File: config.mk
export PLATFORM = sky130hd
export DESIGN_NAME = mem_arbiter_flat
export DESIGN_NICKNAME = d
export VERILOG_FILES = /design/src/rtl/mem_arbiter_if.sv /design/src/rtl/mem_arbiter.sv /design/src/flat_wrapper.sv
export SDC_FILE = /design/constraint.sdc
export NUM_CORES = 1
export LEC_CHECK = 0
export CORE_MARGIN = 1.5
export CORE_UTILIZATION = 35
export CTS_CLUSTER_SIZE = 24
export DETAILED_ROUTE_END_ITERATION = 6
export HOLD_SLACK_MARGIN = 0.05
export PLACE_DENSITY_LB_ADDON = 0.3
export SETUP_SLACK_MARGIN = 0.3
export SYNTH_ARGS = -nofsm -noshare
export SYNTH_HDL_FRONTEND = slang
export SYNTH_SLANG_ARGS = --single-unit
export TNS_END_PERCENT = 20
File: constraint.sdc
create_clock -name clk -period 4.17 [get_ports clk]
set_input_delay 0.834 -clock clk [delete_from_list [all_inputs] [get_ports clk]]
set_output_delay 0.834 -clock clk [all_outputs]
set_load 0.05 [all_outputs]
File: src/rtl/mem_arbiter_if.sv
// mem_arbiter_if: requester (IF/LS) handshakes and memory macro port of the arbiter.
interface mem_arbiter_if;
  logic        if_req;
  logic [31:0] if_addr;
  logic        if_ack;
  logic [31:0] if_rdata;
  logic        ls_req;
  logic        ls_we;
  logic [1:0]  ls_size;
  logic        ls_unsigned;
  logic [31:0] ls_addr;
  logic [31:0] ls_wdata;
  logic        ls_ack;
  logic        ls_err;
  logic [31:0] ls_rdata;
  logic [31:0] mem_addr;
  logic        mem_wr_en;
  logic [31:0] mem_wdata;
  logic [31:0] mem_rdata;
  logic        busy;
  modport slave (
    input  if_req, if_addr, ls_req, ls_we, ls_size, ls_unsigned, ls_addr, ls_wdata, mem_rdata,
    output if_ack, if_rdata, ls_ack, ls_err, ls_rdata, mem_addr, mem_wr_en, mem_wdata, busy
  );
  modport master (
    output if_req, if_addr, ls_req, ls_we, ls_size, ls_unsigned, ls_addr, ls_wdata, mem_rdata,
    input  if_ack, if_rdata, ls_ack, ls_err, ls_rdata, mem_addr, mem_wr_en, mem_wdata, busy
  );
endinterface

File: src/rtl/mem_arbiter.sv
// mem_arbiter: shares one word-wide memory between fetch and load/store with sub-word extract/merge.
module mem_arbiter (
  input  logic           clk,
  input  logic           rst,
  mem_arbiter_if.slave   bus
);
  typedef enum logic [2:0] {IDLE, READ, CAPTURE, WRITE, DONE} state_t;
  state_t      state_q, state_d;
  logic        last_q, last_d, sel_q, sel_d, we_q, we_d, uns_q, uns_d, err_q, err_d;
  logic [1:0]  size_q, size_d;
  logic [31:0] addr_q, addr_d, wdata_q, wdata_d, if_rdata_q, if_rdata_d, ls_rdata_q, ls_rdata_d;
  logic        pick_ls, mis;
  logic [7:0]  bsel;
  logic [15:0] hsel;
  logic [31:0] ext, merged;
  // last_q/sel_q: 1 = LS; on conflict the side not granted last wins
  assign pick_ls = bus.ls_req & (~bus.if_req | ~last_q);
  assign mis = bus.ls_size == 2'b11 | (bus.ls_size == 2'b01 & bus.ls_addr[0]) |
               (bus.ls_size == 2'b10 & (|bus.ls_addr[1:0]));
  assign bsel = bus.mem_rdata[{addr_q[1:0], 3'b000} +: 8];
  assign hsel = addr_q[1] ? bus.mem_rdata[31:16] : bus.mem_rdata[15:0];
  assign ext = size_q == 2'b00 ? {{24{~uns_q & bsel[7]}}, bsel} :
               size_q == 2'b01 ? {{16{~uns_q & hsel[15]}}, hsel} : bus.mem_rdata;
  // wdata_q still holds the raw store data until the merged word replaces it
  always_comb begin
    merged = bus.mem_rdata;
    if (size_q == 2'b00) merged[{addr_q[1:0], 3'b000} +: 8] = wdata_q[7:0];
    else merged[{addr_q[1], 4'b0000} +: 16] = wdata_q[15:0];
  end
  always_comb begin
    state_d    = state_q;
    last_d     = last_q;
    sel_d      = sel_q;
    we_d       = we_q;
    uns_d      = uns_q;
    err_d      = err_q;
    size_d     = size_q;
    addr_d     = addr_q;
    wdata_d    = wdata_q;
    if_rdata_d = if_rdata_q;
    ls_rdata_d = ls_rdata_q;
    unique case (state_q)
      IDLE: if (bus.if_req | bus.ls_req) begin
        sel_d   = pick_ls;
        last_d  = pick_ls;
        addr_d  = pick_ls ? bus.ls_addr : bus.if_addr;
        size_d  = pick_ls ? bus.ls_size : 2'b10;
        we_d    = pick_ls & bus.ls_we;
        uns_d   = bus.ls_unsigned;
        err_d   = pick_ls & mis;
        wdata_d = pick_ls ? bus.ls_wdata : wdata_q;
        ls_rdata_d = pick_ls ? 32'h0 : ls_rdata_q;
        state_d = (pick_ls & mis) ? DONE : (pick_ls & bus.ls_we & bus.ls_size == 2'b10) ? WRITE : READ;
      end
      READ: state_d = CAPTURE;
      CAPTURE: begin
        wdata_d    = we_q ? merged : wdata_q;
        ls_rdata_d = (~we_q & sel_q) ? ext : ls_rdata_q;
        if_rdata_d = (~we_q & ~sel_q) ? bus.mem_rdata : if_rdata_q;
        state_d    = we_q ? WRITE : DONE;
      end
      WRITE: state_d = DONE;
      DONE: state_d = IDLE;
      default: state_d = IDLE;
    endcase
  end
  always_ff @(posedge clk or posedge rst) begin
    if (rst) begin
      state_q    <= IDLE;
      last_q     <= 1'b0;
      sel_q      <= 1'b0;
      we_q       <= 1'b0;
      uns_q      <= 1'b0;
      err_q      <= 1'b0;
      size_q     <= 2'b00;
      addr_q     <= 32'h0;
      wdata_q    <= 32'h0;
      if_rdata_q <= 32'h0;
      ls_rdata_q <= 32'h0;
    end else begin
      state_q    <= state_d;
      last_q     <= last_d;
      sel_q      <= sel_d;
      we_q       <= we_d;
      uns_q      <= uns_d;
      err_q      <= err_d;
      size_q     <= size_d;
      addr_q     <= addr_d;
      wdata_q    <= wdata_d;
      if_rdata_q <= if_rdata_d;
      ls_rdata_q <= ls_rdata_d;
    end
  end
  assign bus.if_ack    = state_q == DONE & ~sel_q;
  assign bus.ls_ack    = state_q == DONE & sel_q;
  assign bus.ls_err    = state_q == DONE & sel_q & err_q;
  assign bus.if_rdata  = if_rdata_q;
  assign bus.ls_rdata  = ls_rdata_q;
  assign bus.mem_addr  = {addr_q[31:2], 2'b00};
  assign bus.mem_wr_en = state_q == WRITE;
  assign bus.mem_wdata = wdata_q;
  assign bus.busy      = state_q != IDLE;
endmodule

File: src/flat_wrapper.sv
// flat-port wrapper written by rule: the top's interface ports become plain ports
module mem_arbiter_flat 
  (clk, rst, bus_if_req, bus_if_addr, bus_ls_req, bus_ls_we, bus_ls_size, bus_ls_unsigned, bus_ls_addr, bus_ls_wdata, bus_mem_rdata, bus_if_ack, bus_if_rdata, bus_ls_ack, bus_ls_err, bus_ls_rdata, bus_mem_addr, bus_mem_wr_en, bus_mem_wdata, bus_busy);
  mem_arbiter_if bus_i ();
  input  logic clk;
  input  logic rst;
  input wire logic [$bits(bus_i.if_req)-1:0] bus_if_req;
  input wire logic [$bits(bus_i.if_addr)-1:0] bus_if_addr;
  input wire logic [$bits(bus_i.ls_req)-1:0] bus_ls_req;
  input wire logic [$bits(bus_i.ls_we)-1:0] bus_ls_we;
  input wire logic [$bits(bus_i.ls_size)-1:0] bus_ls_size;
  input wire logic [$bits(bus_i.ls_unsigned)-1:0] bus_ls_unsigned;
  input wire logic [$bits(bus_i.ls_addr)-1:0] bus_ls_addr;
  input wire logic [$bits(bus_i.ls_wdata)-1:0] bus_ls_wdata;
  input wire logic [$bits(bus_i.mem_rdata)-1:0] bus_mem_rdata;
  output wire logic [$bits(bus_i.if_ack)-1:0] bus_if_ack;
  output wire logic [$bits(bus_i.if_rdata)-1:0] bus_if_rdata;
  output wire logic [$bits(bus_i.ls_ack)-1:0] bus_ls_ack;
  output wire logic [$bits(bus_i.ls_err)-1:0] bus_ls_err;
  output wire logic [$bits(bus_i.ls_rdata)-1:0] bus_ls_rdata;
  output wire logic [$bits(bus_i.mem_addr)-1:0] bus_mem_addr;
  output wire logic [$bits(bus_i.mem_wr_en)-1:0] bus_mem_wr_en;
  output wire logic [$bits(bus_i.mem_wdata)-1:0] bus_mem_wdata;
  output wire logic [$bits(bus_i.busy)-1:0] bus_busy;
  assign bus_i.if_req = bus_if_req;
  assign bus_i.if_addr = bus_if_addr;
  assign bus_i.ls_req = bus_ls_req;
  assign bus_i.ls_we = bus_ls_we;
  assign bus_i.ls_size = bus_ls_size;
  assign bus_i.ls_unsigned = bus_ls_unsigned;
  assign bus_i.ls_addr = bus_ls_addr;
  assign bus_i.ls_wdata = bus_ls_wdata;
  assign bus_i.mem_rdata = bus_mem_rdata;
  assign bus_if_ack = bus_i.if_ack;
  assign bus_if_rdata = bus_i.if_rdata;
  assign bus_ls_ack = bus_i.ls_ack;
  assign bus_ls_err = bus_i.ls_err;
  assign bus_ls_rdata = bus_i.ls_rdata;
  assign bus_mem_addr = bus_i.mem_addr;
  assign bus_mem_wr_en = bus_i.mem_wr_en;
  assign bus_mem_wdata = bus_i.mem_wdata;
  assign bus_busy = bus_i.busy;
  mem_arbiter u_core (.clk(clk), .rst(rst), .bus(bus_i));
endmodule
### After elaboration in Yosys (flattened, before gate mapping)

Cells that the tools add are included.

| word-level totals | value |
|---|---|
| register bits after elaboration | 137 |
| output and inout port bits | 133 |
| input bits | 136 |
| logic and storage cells | 80 |

| operators by class | value |
|---|---|
| mux-type cells | 21 |
| equality and inequality tests | 12 |
| bitwise gates (word level) | 21 |
| add/subtract/negate cells | 2 |
| shift-type cells | 5 |
| reduce and logical (&&, ||, !) cells | 9 |

Operator list:

| cell | number |
|---|---|
| 2-to-1 mux 32 bit | 10 |
| case mux 32 bit (2 select lines) | 2 |
| bitwise mux 32 bit | 2 |
| variable shift 16 x 7 -> 32 bit (first input constant) | 1 |
| variable shift 8 x 7 -> 32 bit (first input constant) | 1 |
| indexed part select 16 x 7 -> 32 bit | 1 |
| indexed part select 32 x 6 -> 8 bit | 1 |
| indexed part select 8 x 7 -> 32 bit | 1 |
| 2-to-1 mux 16 bit | 1 |
| negation 5 -> 7 bit | 2 |
| AND 1 bit | 13 |
| case mux 3 bit (4 select lines) | 1 |
| 2-to-1 mux 3 bit | 3 |
| inequality test 2 x 1 -> 1 bit (second input constant) | 4 |
| AND reduction 4 bit | 2 |
| == test 3 x 2 -> 1 bit (second input constant) | 2 |
| == test 2 x 1 -> 1 bit (second input constant) | 2 |
| == test 2 bit (second input constant) | 2 |
| 2-to-1 mux 2 bit | 2 |
| NOT 1 bit | 4 |
| bitwise OR 1 bit | 4 |
| AND reduction 2 bit | 2 |
| == test 3 x 1 -> 1 bit (second input constant) | 1 |
| == test 3 bit (second input constant) | 1 |
| 5 further kinds | 5 |

### Longest topological paths before layout

| depth | value |
|---|---|
| depth in word-level cells | 9 |
| mapped depth | 9 |

### Worst setup path after synthesis

OpenSTA, ideal clock, no wires.

| path | value |
|---|---|
| path kind | reg2out |
| start | reg u_core.state_q[1] |
| end | out bus_ls_err |
| buffers on the path | 1 |
| required time | 3.336 ns |
| slack | 1.682 ns |
| cell stages (with the launch flop) | 5 |
| arrival time | 1.654 ns |
| cells stage by stage | dfrtp_1 buf_6 nor2_1 and3_1 and2_1 |

| between the ends | value |
|---|---|
| word-level cells in the longest chain between the ends | 3 |

Ends and longest elaborated chain:

| what | line | text |
|---|---|---|
| start: declaration | mem_arbiter.sv:8 | `state_t state_q, state_d;` |
| start signal: assignment | mem_arbiter.sv:81 | `state_q <= state_d;` |
| == test 3 bit | -- |  |
| AND 1 bit | -- |  |
| named net bus_ls_ack | flat_wrapper.sv:18 | `output wire logic [$bits(bus_i.ls_ack)-1:0] bus_ls_ack;` |
| AND 1 bit | mem_arbiter.sv:96 | `assign bus.ls_err = state_q == DONE & sel_q & err_q;` |
| end: declaration | flat_wrapper.sv:19 | `output wire logic [$bits(bus_i.ls_err)-1:0] bus_ls_err;` |

The timed path passes the listed nets, and every way through them passes these cells.

### Worst setup path after layout

| path | value |
|---|---|
| start | reg u_core.state_q[1] |
| end | out bus_ls_err |

| between the ends | value |
|---|---|
| word-level cells in the longest chain between the ends | 3 |

Ends and longest elaborated chain:

| what | line |
|---|---|
| == test 3 bit | mem_arbiter.sv:96 |
| AND 1 bit (2 in series) | mem_arbiter.sv:96 |

Every way passes these cells.

==> out/metrics.csv <==
stage,metric,value,unit
drt,detailed-route wire length,25500,um
setup_path,critical path launch point type,flop,
cells_and_area,fraction of final layout cells sized beyond drive strength 1,12.1,%
synthesis,commonest register cell after synthesis,sky130_fd_sc_hd__dfrtp_1,
floorplanning,number of primary I/O pins,269,
setup_path,total buffers and inverters traversed by the critical path,1,
clock_tree,count of clock tree sinks,137,
synthesis,number of flops mapped to enable cells by yosys,0,
setup_path,"Data required, critical path",3.34,ns
cells_and_area,area of the multi-input gates,3440,um2
synthesis,flip-flop and latch count after synthesis,137,
flow_run,max-capacitance violation count,0,
floorplanning,full die area,22300,um2
worst_hold_path,hold crit path type,reg -> reg,
outcome,result of the run,finished clean,
cells_and_area,area growth from synthesis to layout,42.3,%
place,post-detailed-placement cell area,10100,um2
setup_path,arrival time reported for the critical path endpoint,2.31,ns
synthesis,top cells by area in the synthesized netlist,"sky130_fd_sc_hd__dfrtp_1 (46%), sky130_fd_sc_hd__mux2_2 (6.3%), sky130_fd_sc_hd__nand2_1 (4.6%)",
pwr,internal portion of total power,4.95,mW
place,detailed-placement wirelength estimate,18700,um
drt,total via count after detailed routing,6711,
drt,detailed-routing iteration count for the pre-antenna-repair pass,5,
timing,sum of negative setup slack,0,ns
pwr,total design power,9.85,mW
synthesis,register area share after synthesis,45.8,%
synthesis,mean post-synth cell area,10.2,um2
timing,worst-case headroom to the max-slew limit,10.0,%
grt,number of antenna violations at the first check in global routing,0,
pwr,portion of total power attributed to combinational logic,59.6,%
cells_and_area,antenna cells,0,
drt,DRT iter0 DRCs,432,
setup_path,highest net fanout along the worst path,11,
synthesis,area share of the leading cell type in the synthesized netlist,45.8,%
clock_tree,clock latency at the later pin of the worst-skew pair,0.43,ns
pwr,Sw Ratio,49.7,%
setup_path,crit path cell chain,"nor2_1, and3_1, and2_1, clkdlybuf4s50_1",
clock_tree,count of instances resized after the clock tree is built,0,
setup_path,Setup crit end kind,output port,
floorplanning,core outline area,21000,um2
cells_and_area,area taken by flip-flops and latches,3430,um2
pwr,clock network power share,15.6,%
timing,final clock skew,0.00926,ns
pwr,switching power,4.90,mW
grt,overflow left after global routing,0,
synthesis,Yosys top cell by area,sky130_fd_sc_hd__dfrtp_1,
setup_path,top cell family by delay on the critical path,buffers and inverters,
cells_and_area,number of nets in the finished design,1086,
place,final estimated routing congestion in global placement,0.837,
timing,endpoints failing setup,0,
synthesis,summed instance area of the synthesized netlist,7490,um2
grt,total global routing track utilization,23.4,%
timing,setup repair after global routing missed its margin,false,
setup_path,type of the setup path with the least slack,reg -> out,
timing,highest achievable clock rate,318,MHz
synthesis,synthesis warning total,0,
setup_path,delay of the slowest cell on the worst path,0.81,ns
timing,"Min Clock Period, post-route",3.15,ns
grt,via count of the first global-routing pass,6487,
floorplanning,Die Ht,149,um
floorplanning,horizontal extent of the die,149,um
timing,Final Hold Fails,0,
timing,Pins Over Slew Limit,0,
place,buffers added on ports,266,
pwr,power density over cell area,924,nW/um2
drt,Vias per Instance,5.44,
synthesis,library cells used by synthesis,54,
grt,largest net degree at the start of global routing,67,
synthesis,gate count after technology mapping,736,
drt,wire length per cell after detailed routing,20.7,um
cells_and_area,final standard cell utilization of the core,50.7,%
clock_tree,maximum buffer depth of the clock tree,2,
setup_path,library cell contributing the largest single delay on the critical path,sky130_fd_sc_hd__clkdlybuf4s50_1,
clock_tree,clock-pin transition on the worst setup and hold timing paths,0.06,ns
cells_and_area,design area,10700,um2
clock_tree,root buffer selected by CTS,sky130_fd_sc_hd__clkbuf_16,
grt,wire length of the first global-routing pass,38800,um
setup_path,R2R Setup Slk,1.20,ns
pwr,Leak Pwr,4.30,nW
floorplanning,row cnt,53,
pwr,share of power burned in registers,24.8,%
clock_tree,TritonCTS clock tree,done,
timing,final period utilization,75.5,%
cells_and_area,number of fill cells in the layout,1958,
clock_tree,number of hold-repair buffers added at the cts stage,0,
clock_tree,TritonCTS buffer count,17,
floorplanning,effective utilization at floorplan,35.6,%
clock_tree,H-tree depth reported by CTS,4,
drt,Final ANT Viol Nets,0,
timing,transition at the pin with the smallest max-transition slack,1.33,ns
clock_tree,# Post-CTS Setup Buffers,0,
synthesis,fraction of synthesis flops using an asynchronous set or reset pin,100,%
drt,DRC viols,0,
pwr,Peak VDD IR,0.000444,V
-- per-stage QoR --
step	setup slack, ns	cells	hold WS, ns
after floorplan	1.63	737	0.458
after global placement	1.33	1201	0.464
after detailed placement	1.29	1201	0.469
after CTS	1.01	1233	0.484
after global routing	0.910	1233	0.498
final	1.02	1233	0.476
-- synth_stat cells (5+ instances only) --
master / number
sky130_fd_sc_hd__a2111oi_2: 8
sky130_fd_sc_hd__a211o_1: 8
sky130_fd_sc_hd__a211oi_1: 9
sky130_fd_sc_hd__a21oi_1: 20
sky130_fd_sc_hd__a221oi_1: 15
sky130_fd_sc_hd__a22o_1: 19
sky130_fd_sc_hd__a22oi_1: 24
sky130_fd_sc_hd__a31oi_1: 32
sky130_fd_sc_hd__buf_2: 19
sky130_fd_sc_hd__buf_4: 40
sky130_fd_sc_hd__buf_6: 9
sky130_fd_sc_hd__clkbuf_1: 20
sky130_fd_sc_hd__dfrtp_1: 137
sky130_fd_sc_hd__ha_1: 5
sky130_fd_sc_hd__inv_1: 12
sky130_fd_sc_hd__mux2_1: 6
sky130_fd_sc_hd__mux2_2: 42
sky130_fd_sc_hd__mux2i_1: 9
sky130_fd_sc_hd__mux4_2: 9
sky130_fd_sc_hd__nand2_1: 91
sky130_fd_sc_hd__nor2_1: 69
sky130_fd_sc_hd__nor2b_1: 8
sky130_fd_sc_hd__nor3_1: 10
sky130_fd_sc_hd__o21ai_0: 23
sky130_fd_sc_hd__o22ai_1: 24
sky130_fd_sc_hd__o2bb2ai_1: 16
sky130_fd_sc_hd__o31ai_1: 8
-- cell type report --
type / count / area share, %
Clock buffer: 20 / 4.28
Clock inverter: 12 / 1.33
Multi-Input combinational cell: 495 / 32.2
Tap cell: 275 / 3.23
Sequential cell: 137 / 32.2
Timing Repair Buffer: 281 / 26.3
Inverter: 13 / 0.493
-- path summary, 6_finish.rpt --
check	from	cells past startpoint	to
max	u_core.state_q[1]	4	bus_ls_err
min	u_core.bus.mem_wdata[22]	2	u_core.bus.mem_wdata[22]
max reg2reg	u_core.addr_q[1]	6	u_core.bus.mem_wdata[27]
min reg2reg	u_core.bus.mem_wdata[22]	2	u_core.bus.mem_wdata[22]
max in group asynchronous	rst	3	u_core.bus.mem_wdata[12]
min in group asynchronous	rst	2	u_core.addr_q[24]
-- cell usage in the layout (no fill, tap or decap), types with 9 or more instances in the layout --
cell type | netlist | final
sky130_fd_sc_hd__nand2_1 | 91 | 91
sky130_fd_sc_hd__clkbuf_16 | 0 | 17
sky130_fd_sc_hd__mux2_2 | 42 | 42
sky130_fd_sc_hd__a221oi_1 | 15 | 15
sky130_fd_sc_hd__mux4_2 | 9 | 9
sky130_fd_sc_hd__a22oi_1 | 24 | 24
sky130_fd_sc_hd__a21oi_1 | 20 | 20
sky130_fd_sc_hd__o2bb2ai_1 | 16 | 16
sky130_fd_sc_hd__dfrtp_1 | 137 | 137
sky130_fd_sc_hd__a22o_1 | 19 | 19
sky130_fd_sc_hd__o22ai_1 | 24 | 24
sky130_fd_sc_hd__buf_4 | 40 | 13
sky130_fd_sc_hd__inv_1 | 12 | 11
sky130_fd_sc_hd__o21ai_0 | 23 | 23
sky130_fd_sc_hd__clkdlybuf4s50_1 | 0 | 266
sky130_fd_sc_hd__nor2_1 | 69 | 69
sky130_fd_sc_hd__a31oi_1 | 32 | 32
sky130_fd_sc_hd__a211oi_1 | 9 | 9
sky130_fd_sc_hd__mux2i_1 | 9 | 9
sky130_fd_sc_hd__nor3_1 | 10 | 10
-- state kept, by name (all words and copies together) (netlist names) --
signal and cells:
u_core.addr_q 32, u_core.bus.if_rdata 32, u_core.bus.ls_rdata 32, u_core.bus.mem_wdata 32, u_core.state_q 3, u_core.size_q 2
u_core.err_q 1, u_core.last_q 1, u_core.uns_q 1, u_core.we_q 1
-- cell families after synthesis --
family                   share of synthesized area, %
multiplexers                                     11.1
buffers and inverters                            8.49
AND/OR/NAND/NOR                                  11.7
adder cells (fa/ha/maj)                         0.835
AO/OA/AOI/OAI                                    22.1
flip-flops                                       45.8
other                                          0.0501
-- metal layers --
metal  wire length [um]  part of all wire [%]  vias up  GRT usage (%)
met5                  0                     0        -              0
met4                589                   2.3        0           8.22
met3               2470                   9.7       42           7.34
met2              12200                    48      307           37.6
met1              10200                    40     3275           29.6
li1                   -                     -     3087              -
-- power by group through the flow --
| stage | Clock, mW | Sequential, mW | Combinational (mW) |
|---|---|---|---|
| after global routing | 1.63 | 2.52 | 6.21 |
| final | 1.54 | 2.44 | 5.87 |
| after global placement | 0 | 2.44 | 5.84 |
| after CTS | 1.57 | 2.45 | 5.89 |
| after floorplan | 0 | 3.73 | 2.97 |
| after detailed placement | 0 | 2.46 | 5.88 |
-- worst register-to-register path, cell delays in order (launching register included) --
cell and delay, ns:
sky130_fd_sc_hd__dfrtp_1 0.36, sky130_fd_sc_hd__buf_4 0.43, sky130_fd_sc_hd__ha_1 0.28, sky130_fd_sc_hd__nor4bb_1 1.11, sky130_fd_sc_hd__a221oi_1 0.23, sky130_fd_sc_hd__a211o_1 0.36
sky130_fd_sc_hd__a21oi_1 0.12
No activity file was read; power rests on OpenSTA's default activity.
